==> config.mk <==
export PLATFORM = sky130hd
export DESIGN_NAME = alu_cmd_driver_flat
export DESIGN_NICKNAME = d
export VERILOG_FILES = /design/src/rtl/alu_cmd_if.sv /design/src/rtl/alu_cmd_driver.sv /design/src/flat_wrapper.sv
export SDC_FILE = /design/constraint.sdc
export NUM_CORES = 1
export LEC_CHECK = 0
export CORE_MARGIN = 5
export CORE_UTILIZATION = 30
export CTS_CLUSTER_SIZE = 10
export DETAILED_ROUTE_END_ITERATION = 6
export GPL_TIMING_DRIVEN = 0
export MAX_ROUTING_LAYER = met4
export PLACE_DENSITY = 0.61
export SYNTH_ARGS = -nofsm -noshare
export SYNTH_HDL_FRONTEND = slang
export SYNTH_SLANG_ARGS = --single-unit
==> constraint.sdc <==
create_clock -name clk -period 2.2 [get_ports clk]
set_clock_uncertainty 0.1 [all_clocks]
set_input_delay 0.44 -clock clk [delete_from_list [all_inputs] [get_ports clk]]
set_output_delay 0.44 -clock clk [all_outputs]
set_load 0.005 [all_outputs]
==> src/rtl/alu_cmd_if.sv <==
// Command/ALU/response bundle for alu_cmd_driver.
// slave = the driver itself, master = whoever supplies commands, the ALU and the consumer.
interface alu_cmd_if;
    logic       cmd_valid;
    logic       cmd_ready;
    logic [1:0] cmd_op;
    logic [2:0] cmd_a;
    logic [2:0] cmd_b;
    logic [7:0] alu_in;
    logic [7:0] alu_out;
    logic       rsp_valid;
    logic       rsp_ready;
    logic [5:0] rsp_data;
    logic       rsp_dz;
    logic       rsp_err;
    logic       busy;

    modport slave (
        input  cmd_valid, cmd_op, cmd_a, cmd_b, alu_out, rsp_ready,
        output cmd_ready, alu_in, rsp_valid, rsp_data, rsp_dz, rsp_err, busy
    );

    modport master (
        output cmd_valid, cmd_op, cmd_a, cmd_b, alu_out, rsp_ready,
        input  cmd_ready, alu_in, rsp_valid, rsp_data, rsp_dz, rsp_err, busy
    );
endinterface

==> src/rtl/alu_cmd_driver.sv <==
// Single-outstanding command driver for an external ALU: issue, settle, capture, respond.
// Optional macro ALU_ECHO_CHECK_EN flags responses whose echoed opcode does not match.
module alu_cmd_driver #(
    parameter int unsigned SETTLE_CYCLES = 1
) (
    input  logic       clk,
    input  logic       rst_n,
    alu_cmd_if.slave   bus
);
    typedef enum logic [2:0] {
        IDLE    = 3'd0,
        ISSUE   = 3'd1,
        SETTLE  = 3'd2,
        CAPTURE = 3'd3,
        RESP    = 3'd4
    } state_t;

    localparam logic [2:0] SETTLE_LOAD = 3'(SETTLE_CYCLES - 1);
    localparam logic [1:0] OP_DIV      = 2'b11;

    state_t     state_q;
    logic [2:0] cnt_q;
    logic [7:0] alu_in_q;
    logic [5:0] rsp_data_q;
    logic       rsp_dz_q;
    logic       rsp_valid_q;
    logic       cmd_ready_q;
    logic       busy_q;
    logic       div_by_zero;

    assign div_by_zero = (bus.cmd_op == OP_DIV) && (bus.cmd_b == 3'd0);

`ifdef ALU_ECHO_CHECK_EN
    logic [1:0] op_q;
    logic       rsp_err_q;
    assign bus.rsp_err = rsp_err_q;
`else
    // Echo bits are intentionally ignored in this build.
    logic unused_echo;
    assign unused_echo = ^bus.alu_out[7:6];
    assign bus.rsp_err = 1'b0;
`endif

    always_ff @(posedge clk or negedge rst_n) begin
        if (!rst_n) begin
            state_q     <= IDLE;
            cnt_q       <= 3'd0;
            alu_in_q    <= 8'h00;
            rsp_data_q  <= 6'd0;
            rsp_dz_q    <= 1'b0;
            rsp_valid_q <= 1'b0;
            cmd_ready_q <= 1'b1;
            busy_q      <= 1'b0;
`ifdef ALU_ECHO_CHECK_EN
            op_q        <= 2'b00;
            rsp_err_q   <= 1'b0;
`endif
        end else begin
            case (state_q)
                IDLE: begin
                    if (bus.cmd_valid) begin
                        cmd_ready_q <= 1'b0;
                        busy_q      <= 1'b1;
                        if (div_by_zero) begin
                            // Never reaches the ALU; answer immediately.
                            rsp_data_q  <= 6'd0;
                            rsp_dz_q    <= 1'b1;
                            rsp_valid_q <= 1'b1;
`ifdef ALU_ECHO_CHECK_EN
                            rsp_err_q   <= 1'b0;
`endif
                            state_q     <= RESP;
                        end else begin
                            alu_in_q <= {bus.cmd_op, bus.cmd_b, bus.cmd_a};
`ifdef ALU_ECHO_CHECK_EN
                            op_q     <= bus.cmd_op;
`endif
                            state_q  <= ISSUE;
                        end
                    end
                end
                ISSUE: begin
                    cnt_q   <= SETTLE_LOAD;
                    state_q <= SETTLE;
                end
                SETTLE: begin
                    if (cnt_q == 3'd0) begin
                        state_q <= CAPTURE;
                    end else begin
                        cnt_q <= cnt_q - 3'd1;
                    end
                end
                CAPTURE: begin
                    rsp_data_q  <= bus.alu_out[5:0];
                    rsp_dz_q    <= 1'b0;
`ifdef ALU_ECHO_CHECK_EN
                    rsp_err_q   <= (bus.alu_out[7:6] != op_q);
`endif
                    rsp_valid_q <= 1'b1;
                    state_q     <= RESP;
                end
                RESP: begin
                    if (bus.rsp_ready) begin
                        rsp_valid_q <= 1'b0;
                        cmd_ready_q <= 1'b1;
                        busy_q      <= 1'b0;
                        state_q     <= IDLE;
                    end
                end
                default: begin
                    rsp_valid_q <= 1'b0;
                    cmd_ready_q <= 1'b1;
                    busy_q      <= 1'b0;
                    state_q     <= IDLE;
                end
            endcase
        end
    end

    assign bus.alu_in    = alu_in_q;
    assign bus.rsp_data  = rsp_data_q;
    assign bus.rsp_dz    = rsp_dz_q;
    assign bus.rsp_valid = rsp_valid_q;
    assign bus.cmd_ready = cmd_ready_q;
    assign bus.busy      = busy_q;

endmodule

==> src/flat_wrapper.sv <==
// flat-port wrapper written by rule: the top's interface ports become plain ports
module alu_cmd_driver_flat 
#(
    parameter int unsigned SETTLE_CYCLES = 1
)
  (clk, rst_n, bus_cmd_valid, bus_cmd_op, bus_cmd_a, bus_cmd_b, bus_alu_out, bus_rsp_ready, bus_cmd_ready, bus_alu_in, bus_rsp_valid, bus_rsp_data, bus_rsp_dz, bus_rsp_err, bus_busy);
  alu_cmd_if bus_i ();
  input  logic clk;
  input  logic rst_n;
  input wire logic [$bits(bus_i.cmd_valid)-1:0] bus_cmd_valid;
  input wire logic [$bits(bus_i.cmd_op)-1:0] bus_cmd_op;
  input wire logic [$bits(bus_i.cmd_a)-1:0] bus_cmd_a;
  input wire logic [$bits(bus_i.cmd_b)-1:0] bus_cmd_b;
  input wire logic [$bits(bus_i.alu_out)-1:0] bus_alu_out;
  input wire logic [$bits(bus_i.rsp_ready)-1:0] bus_rsp_ready;
  output wire logic [$bits(bus_i.cmd_ready)-1:0] bus_cmd_ready;
  output wire logic [$bits(bus_i.alu_in)-1:0] bus_alu_in;
  output wire logic [$bits(bus_i.rsp_valid)-1:0] bus_rsp_valid;
  output wire logic [$bits(bus_i.rsp_data)-1:0] bus_rsp_data;
  output wire logic [$bits(bus_i.rsp_dz)-1:0] bus_rsp_dz;
  output wire logic [$bits(bus_i.rsp_err)-1:0] bus_rsp_err;
  output wire logic [$bits(bus_i.busy)-1:0] bus_busy;
  assign bus_i.cmd_valid = bus_cmd_valid;
  assign bus_i.cmd_op = bus_cmd_op;
  assign bus_i.cmd_a = bus_cmd_a;
  assign bus_i.cmd_b = bus_cmd_b;
  assign bus_i.alu_out = bus_alu_out;
  assign bus_i.rsp_ready = bus_rsp_ready;
  assign bus_cmd_ready = bus_i.cmd_ready;
  assign bus_alu_in = bus_i.alu_in;
  assign bus_rsp_valid = bus_i.rsp_valid;
  assign bus_rsp_data = bus_i.rsp_data;
  assign bus_rsp_dz = bus_i.rsp_dz;
  assign bus_rsp_err = bus_i.rsp_err;
  assign bus_busy = bus_i.busy;
  alu_cmd_driver #(.SETTLE_CYCLES(SETTLE_CYCLES)) u_core (.clk(clk), .rst_n(rst_n), .bus(bus_i));
endmodule
==> results.json <==
{
  "die_width_um": 70.86,
  "cts_tree": "yes",
  "clkPwrFrac_pct": 13.8,
  "synth.top_cell.area_share_pct": 51.80,
  "ys_seq_elements": 24,
  "seq_power_share_pct": 40.0,
  "hold_viol_final": 0,
  "cp_max_fo": 4,
  "yosys.area.top_type": "dfrtp_1",
  "ir_drop_v": 0.0005328,
  "holdPathStages": 1,
  "finalSetupViolations": 0,
  "drv_cap": 0,
  "rsz0062_at_grt": "no",
  "hold_start": "u_core.bus.rsp_dz$_DFFE_PN0P_",
  "period_share_pct": 92.93,
  "layout-drive-gt1-share_pct": 9.353,
  "first_global_vias": 929,
  "drtAntennaViolNets": 0,
  "areaGrowthSynthToFinish_pct": 40.99,
  "die_h_um": 70.86,
  "grt_max_degree": 25,
  "reg2reg_to": "u_core.bus.alu_in[0]$_DFFE_PN0P_",
  "numCtsBuffers": 3,
  "h-tree-depth": 1,
  "post_dp_cell_area_mm2": 0.001521,
  "combPwrFrac_pct": 46.2,
  "r2r_setup_slack_ns": 0.40,
  "worst_pin_slew_ns": 1.111,
  "finalWeightedCongestion": 0.7496,
  "yosysWarningCount": 0,
  "synth-main-ff-cell": "dfrtp_1",
  "fmax_mhz": 489.1,
  "p_int_uw": 1267,
  "hp-class": "reg2reg",
  "grtUsageTotal_pct": 10.53,
  "cts-root-buf": "clkbuf_8",
  "async_flop_share_pct": 100.0,
  "seq_area_frac_synth_pct": 54.17,
  "vias": 918,
  "grt_pass1_wl_um": 4278,
  "critical-path-max-stage-delay_ns": 0.55,
  "wl_um": 2639,
  "viasPerCell": 4.909,
  "clk_pin_slew_ns": 0.08,
  "synthMostInstantiatedCell": "dfrtp_1",
  "ctsResizeCount": 0,
  "num_antenna_cells": 0,
  "cp.required_ns": 2.25,
  "power_density_mw_per_mm2": 1206,
  "switching_power_uw": 621.2,
  "globalRouteOverflowTotal": 0,
  "rr_startpoint": "u_core.state_q[0]$_DFFE_PN0P_",
  "drc_errors": 0,
  "crit_arrival_ns": 2.09,
  "dieArea_mm2": 0.005020,
  "slew_viol_final": 0,
  "wl_per_cell_um": 14.11,
  "swShare_pct": 32.89,
  "avgSynthCellArea_um2": 11.11,
  "utilization_pct": 43.11,
  "numClockSinks": 24,
  "portBuffers": 35,
  "synth_cell_types": 34,
  "coreArea_mm2": 0.003633,
  "placement_rows": 22,
  "reg2reg_depth": 3,
  "final.min_clock_period_ns": 2.044,
  "yosys-top-cells-area": "dfrtp_1 52%, a22o_1 4.7%, o2bb2ai_1 4.7%",
  "holdBufCountCts": 0,
  "first_iter_violations": 18,
  "detailed_place_hpwl_um": 1995,
  "clkLatencyLatePin_ns": 0.26,
  "cts.path.max_buffers": 2,
  "antenna_found_initial": 0,
  "crit_chain": "clkdlybuf4s50_1 -> or4b_4 -> a21oi_2 -> mux2_2",
  "syn_area_mm2": 0.001111,
  "io_pins": 39,
  "first_pass_iters": 4,
  "outcome": "finished, final reports clean",
  "post_cts_buffers": 0,
  "syn_nets": 122,
  "crit_type": "in2reg",
  "synthCells": 100,
  "cp-start-kind": "primary input",
  "fin_cells": 187,
  "fin_nets": 162,
  "min_to": "u_core.bus.rsp_dz$_DFFE_PN0P_",
  "critical-path-slowest-cell": "clkdlybuf4s50_1",
  "initial_core_util_pct": 30.58,
  "synth-edff-count": 0,
  "holdWs_ns": 0.3981,
  "worst_setup_path_end_kind": "flop",
  "p_leak_uw": 0.0006432,
  "relSlewSlack_pct": 25.71,
  "place_inst": 183,
  "synth_common_cells": "23 x dfrtp_1, 11 x nand2_1",
  "stdcell_area_mm2": 0.001567
}
layer usage:
layer | global-route usage (%) | vias to the layer above | wire length (um)
met1 | 13.70 | 443 | 1265
met4 | 1.879 | 0 | 0
li1 | - | 443 | -
met5 | - | - | 0
met2 | 16.58 | 32 | 1183
met3 | 2.983 | 0 | 190
worst max-delay path by stage:
stage                                        startpoint                          endpoint  slack [ns]  cells past startpoint
final                                     bus_cmd_valid  u_core.bus.alu_in[0]$_DFFE_PN0P_        0.16                      4
after global routing                      bus_cmd_valid  u_core.bus.alu_in[0]$_DFFE_PN0P_        0.12                      4
after CTS                                 bus_cmd_valid  u_core.bus.alu_in[0]$_DFFE_PN0P_        0.16                      4
after detailed placement                  bus_cmd_valid  u_core.bus.alu_in[0]$_DFFE_PN0P_       -0.13                      4
after global placement                    bus_cmd_valid  u_core.bus.alu_in[0]$_DFFE_PN0P_       -0.08                      4
after floorplan           u_core.state_q[0]$_DFFE_PN0P_  u_core.bus.alu_in[0]$_DFFE_PN0P_        0.50                      3
flip-flops by register name (all words and copies together), names as in the netlist:
signal,flops
u_core.bus.alu_in,8
u_core.bus.busy,1
u_core.bus.cmd_ready,1
u_core.bus.rsp_data,6
u_core.bus.rsp_dz,1
u_core.bus.rsp_valid,1
u_core.cnt_q,3
u_core.state_q,3
layout by cell type, fill, tap and decap left out, types with 5 or more instances in the layout:
cell	synthesis	routed
o2bb2ai_1	6	6
dfrtp_1	23	23
nor2_1	5	5
a21oi_1	6	6
nand2_1	11	11
a22o_1	6	6
o21ai_0	6	6
inv_1	5	5
clkdlybuf4s50_1	0	35
power by group through the flow:
| stage | Clock [uW] | Sequential (uW) | Combinational, uW |
|---|---|---|---|
| 2_1_floorplan | 0 | 765 | 416 |
| 3_3_place_gp | 0 | 755 | 865 |
| 3_5_place_dp | 0 | 762 | 886 |
| 4_1_cts | 276 | 757 | 886 |
| 5_1_grt | 296 | 784 | 956 |
| 6_report | 261 | 755 | 873 |
cell type report:
cell class	instances	area (um^2)
fill	357	2067
sequential	24	601.8
multi-input combinational	67	471.7
timing repair buffer	35	350.3
tap	48	60.06
clock buffer	4	45.04
buffer	4	18.77
inverter	5	18.77
critical path: cells and delay by family:
family,cells,cell delay (ns)
compound gates,1,0.21
simple gates,1,0.53
mux,1,0.36
buf+inv,1,0.55
cell families (layout without fill, tap and decap cells):
logic type,after synthesis,in the layout,share of synthesized area (%)
AO/OA/AOI/OAI,33,33,21.28
AND/OR/NAND/NOR,27,27,14.75
flip-flops,24,24,54.17
buffers and inverters,9,48,3.379
multiplexers,3,3,3.040
adder cells (fa/ha/maj),2,2,2.252
other,1,1,0.3375
XOR/XNOR,1,1,0.7884
metrics by stage:
stage / setup WS (ns) / TNS, ns / total power (uW)
after floorplan: 0.5023 / 0 / 1181
after global placement: -0.08452 / -0.2590 / 1620
after detailed placement: -0.1275 / -0.6698 / 1647
after CTS: 0.1579 / 0 / 1918
after global routing: 0.1216 / 0 / 2036
final: 0.1556 / 0 / 1889
(Power assumes the default switching activity.)
